### config.mk
export PLATFORM = sky130hd
export DESIGN_NAME = l2_bank_port_arbiter
export DESIGN_NICKNAME = d
export VERILOG_FILES = /design/src/rtl/l2_bank_port_arbiter.sv
export SDC_FILE = /design/constraint.sdc
export NUM_CORES = 1
export LEC_CHECK = 0
export CORE_AREA = 2 2 89 91
export CTS_BUF_LIST = sky130_fd_sc_hd__clkbuf_8
export DETAILED_ROUTE_END_ITERATION = 12
export DIE_AREA = 0 0 91 93
export GPL_TIMING_DRIVEN = 0
export PLACE_DENSITY = 0.67
export RECOVER_POWER = 50
export SLEW_MARGIN = 10
export SYNTH_ARGS = -nofsm -noshare
export SYNTH_HDL_FRONTEND = slang
export SYNTH_SLANG_ARGS = --single-unit
### constraint.sdc
create_clock -name CLK -period 1.9 [get_ports CLK]
set_input_delay 0.19 -clock CLK [delete_from_list [all_inputs] [get_ports CLK]]
set_output_delay 0.19 -clock CLK [all_outputs]
set_load 0.05 [all_outputs]
### src/rtl/l2_bank_port_arbiter.sv
// Two-master round-robin front end for the L2 bank: drives the active-low SRAM
// pins and returns one response per grant, one cycle later.
module l2_bank_port_arbiter #(
    parameter int unsigned ADDR_WIDTH = 15,
    parameter int unsigned DATA_WIDTH = 32,
    parameter int unsigned MEM_WORDS  = 29184,
    parameter logic [31:0] ERR_DATA   = 32'hBADACCE5
) (
    input  logic                                CLK,
    input  logic                                RST,
    input  logic [1:0]                          req_i,
    input  logic [1:0][ADDR_WIDTH+1:0]          add_i,
    input  logic [1:0]                          wen_i,
    input  logic [1:0][DATA_WIDTH/8-1:0]        be_i,
    input  logic [1:0][DATA_WIDTH-1:0]          wdata_i,
    output logic [1:0]                          gnt_o,
    output logic [1:0]                          rvalid_o,
    output logic [DATA_WIDTH-1:0]               rdata_o,
    output logic                                rerr_o,
    output logic                                CEN,
    output logic                                WEN,
    output logic [DATA_WIDTH/8-1:0]             BEN,
    output logic [ADDR_WIDTH-1:0]               A,
    output logic [DATA_WIDTH-1:0]               D,
    input  logic [DATA_WIDTH-1:0]               Q
);

    localparam int unsigned BE_WIDTH = DATA_WIDTH / 8;

    typedef struct packed {
        logic valid;
        logic port;
        logic read;
        logic err;
    } resp_t;

    localparam resp_t RESP_RESET = '{valid: 1'b0, port: 1'b0, read: 1'b1, err: 1'b0};

    logic                  rr_q, rr_d;
    resp_t                 resp_q, resp_d;
    logic                  win;
    logic                  grant;
    logic                  in_range;
    logic [ADDR_WIDTH-1:0] word_addr;
    logic                  resp_live;
    logic                  unused_addr_lsbs;

    assign unused_addr_lsbs = ^{add_i[0][1:0], add_i[1][1:0]};

    // Winner selection: a lone requester wins, otherwise the rr pointer decides.
    always_comb begin
        grant = (|req_i) && !RST;
        win   = rr_q;
        if (req_i == 2'b01) begin
            win = 1'b0;
        end else if (req_i == 2'b10) begin
            win = 1'b1;
        end
        word_addr = add_i[win][ADDR_WIDTH+1:2];
        in_range  = 32'(word_addr) < MEM_WORDS;
    end

    // Bank pins idle high/zero unless a grant is issued this cycle.
    always_comb begin
        gnt_o = '0;
        CEN   = 1'b1;
        WEN   = 1'b1;
        BEN   = '1;
        A     = '0;
        D     = '0;
        if (grant) begin
            gnt_o[win] = 1'b1;
            A          = word_addr;
            D          = wdata_i[win];
            WEN        = wen_i[win];
            BEN        = ~be_i[win];
            CEN        = ~in_range;
        end
    end

    always_comb begin
        rr_d         = rr_q;
        resp_d       = resp_q;
        resp_d.valid = 1'b0;
        if (grant) begin
            rr_d   = ~win;
            resp_d = '{valid: 1'b1, port: win, read: wen_i[win], err: ~in_range};
        end
    end

    always_ff @(posedge CLK) begin
        if (RST) begin
            rr_q   <= 1'b0;
            resp_q <= RESP_RESET;
        end else begin
            rr_q   <= rr_d;
            resp_q <= resp_d;
        end
    end

    // A response still pending while reset is high is suppressed.
    always_comb begin
        resp_live = resp_q.valid && !RST;
        rvalid_o  = '0;
        rerr_o    = 1'b0;
        rdata_o   = '0;
        if (resp_live) begin
            rvalid_o[resp_q.port] = 1'b1;
            rerr_o                = resp_q.err;
            if (resp_q.read) begin
                rdata_o = resp_q.err ? DATA_WIDTH'(ERR_DATA) : Q;
            end
        end
    end

    logic [BE_WIDTH-1:0] unused_be_width;
    assign unused_be_width = '0;

endmodule

==> out/qor.txt <==
CTS root buf = clkbuf_8
sequential area share after synthesis = 9.55%
Setup Crit Path Kind = reg -> out
remaining antenna violation count = 0
RR Startpoint = rr_q
largest family of logic cells by synthesized area = compound AO/OA/AOI/OAI gates
Lkg Pwr = 1.56 nW
Die Footprint = 8460 um^2
drt wl/cell = 14.0 um
syn_nets = 305
largest net degree at the start of global routing = 11
Synth Instances = 161
TritonCTS Buffers = 3
Reg-to-Reg End = resp_q[0]
final hold vios = 0
status = finished with violations
worst min path class = in -> reg
# DRC = 0
most frequent cells in the layout = clkdlybuf4s50_1 (136), nor2_1 (46), buf_2 (37)
HPWL Detailed = 5.93 mm
Site Rows = 32
dpl cells = 491
relative slew slack = 65.4%
Synth Register Bits = 5
initial DRC count = 40
Synth area leaders = a22o_1 (34%), nor2_1 (17%), dfxtp_1 (9.5%), and2_1 (8.9%), mux2i_1 (5.7%)
clk_lat worst skew = 0.22 ns
starting density of the core = 13.9%
Worst Tran Pin Value = 0.522 ns
setup ws final = -0.0750 ns
P per Cell Area = 411 nW/um^2
final WL = 7.01 mm
Clock Skew = 0.00111 ns
flop2flop setup slack = 0.26 ns
Synth Area in Adders = 1.07%
multiplexer share of the synthesized area = 7.16%
failing checks = negative setup slack
n_diodes = 0
Worst setup startpoint = rr_q
clock period minus final worst setup slack = 1.98 ns
RePlAce Congestion = 0.707
post-DR vias/cell = 4.29
H-tree depth = 1
commonest non-fill, non-tap cell in the layout = clkdlybuf4s50_1
R2R depth = 5
CTS max path bufs = 2
Finish-stage setup viols = 1
XOR/XNOR share of the synthesized area = 0%
worst setup path endpoint = CEN
pre-CTS setup slack = -1.31 ns
I/O Buffers = 228
Syn Area/Cell = 6.51 um^2
area delta synth->final = 217%
share of post-route cells with drive strength above 1 = 31.3%
CTS Hold Bufs = 0
Worst EP arrival = 1.79 ns
CP required = 1.71 ns
first drt pass iteration count = 4
top cell type's share of synthesized area = 34.2%
max cap viols = 0
Hold Path Stages = 2
post-synthesis cell type count = 24
Mapped Area = 1050 um^2
initial antenna violation count = 0
Worst Setup End Kind = primary output
CTS tree = built
crit path launch type = register
grt ovf = 0
core outline area = 7530 um^2
RSZ-0062 raised after global routing = yes
Final period util = 104%
FMAX = 506 MHz
first-pass GRT wire length = 10.2 mm
Ports = 234
Synth Area in Compound Gates = 41.2%
fin cells = 501
GR Util All Layers = 14.6%
Ys Warns = 0
VDD IR-drop max = 0.237 mV
top cell type by total area after synthesis = a22o_1
Via Count = 2147
vias in the first global route = 2091
Final nets = 544
Simple-Gate Fraction of Synth Area = 33.9%
Die Y = 93 um
WHS = 0.348 ns
Crit Path Max Fanout = 7
Die W = 91 um
Clk pin slew, worst setup/hold paths = 0.03 ns
Pins Over Slew Limit = 0
Sink Count = 5
flip-flops by register name (all words and copies together), names as in the netlist:
signal / flops
resp_q: 4
rr_q: 1
repair_timing:
action,CTS,global route
pin swaps,3,4
buffers inserted,3,4
setup endpoints to repair,90,83
gates resized for setup,417,78
gates cloned,0,1
cell usage after synthesis:
master,instances
a21oi_1,2
a22o_1,41
a22oi_1,4
a311o_1,1
and2_1,15
buf_6,1
clkbuf_1,15
dfxtp_1,5
inv_1,1
inv_2,1
maj3_2,1
mux2_4,1
mux2i_1,6
nand2_1,8
nand2b_1,2
nand3b_1,1
nor2_1,48
nor2b_1,2
nor3_1,1
o21ai_2,1
o21bai_1,1
o22ai_1,1
or2_2,1
or2b_1,1
final cells by class:
class | count | area, um^2
buffer | 14 | 88.8
clock buffer | 3 | 41.3
clock inverter | 1 | 3.75
fill | 794 | 4200
inverter | 2 | 7.51
multi-input combinational | 139 | 911
sequential | 5 | 101
tap | 102 | 128
timing repair buffer | 235 | 2050
cells by family after synthesis:
| group | Yosys count |
|---|---|
| and+or+nand+nor | 79 |
| AOI/OAI and AO/OA | 51 |
| buffers and inverters | 18 |
| muxes | 7 |
| DFF | 5 |
| adders and majority gates | 1 |
worst min path at each step:
stage,start,endpoint
2_1_floorplan,req_i[0],resp_q[1]
3_3_place_gp,resp_q[2],resp_q[2]
3_5_place_dp,resp_q[2],resp_q[2]
4_1_cts,RST,resp_q[2]
5_1_grt,RST,resp_q[2]
6_report,RST,resp_q[2]
per-layer routing:
| metal | vias up | wire length (um) | global-route usage (%) |
|---|---|---|---|
| met5 | - | 0 | 0 |
| met4 | 0 | 35 | 2.15 |
| met3 | 2 | 810 | 5.00 |
| met2 | 148 | 3570 | 28.1 |
| met1 | 942 | 2590 | 15.6 |
| li1 | 1055 | - | - |
stage by stage:
stage | TNS [ns] | cell area [um^2] | util [%] | total power (W)
CTS | -0.107 | 3370 | 44.7 | 0.00136
global route | -0.147 | 3330 | 44.2 | 0.00144
floorplan | -0.935 | 1060 | - | 0.000686
global placement | -71.59 | 3470 | 46.1 | 0.00121
finish | -0.0750 | 3330 | 44.2 | 0.00137
detailed placement | -72.09 | 3470 | 46.1 | 0.00121
power breakdown:
part / switching, W / total (W) / internal, W
Sequential: 0.00000563 / 0.000118 / 0.000113
Combinational: 0.000589 / 0.00106 / 0.000473
Clock: 0.0000486 / 0.000187 / 0.000138
worst max-delay path: stages, from the launching register on:
cell and delay (ns):
dfxtp_2 0.33, maj3_4 0.40, mux2_4 0.32, a311o_1 0.30
nand2_2 0.08, buf_8 0.14
Note: power is estimated with default switching activity, not from simulation.
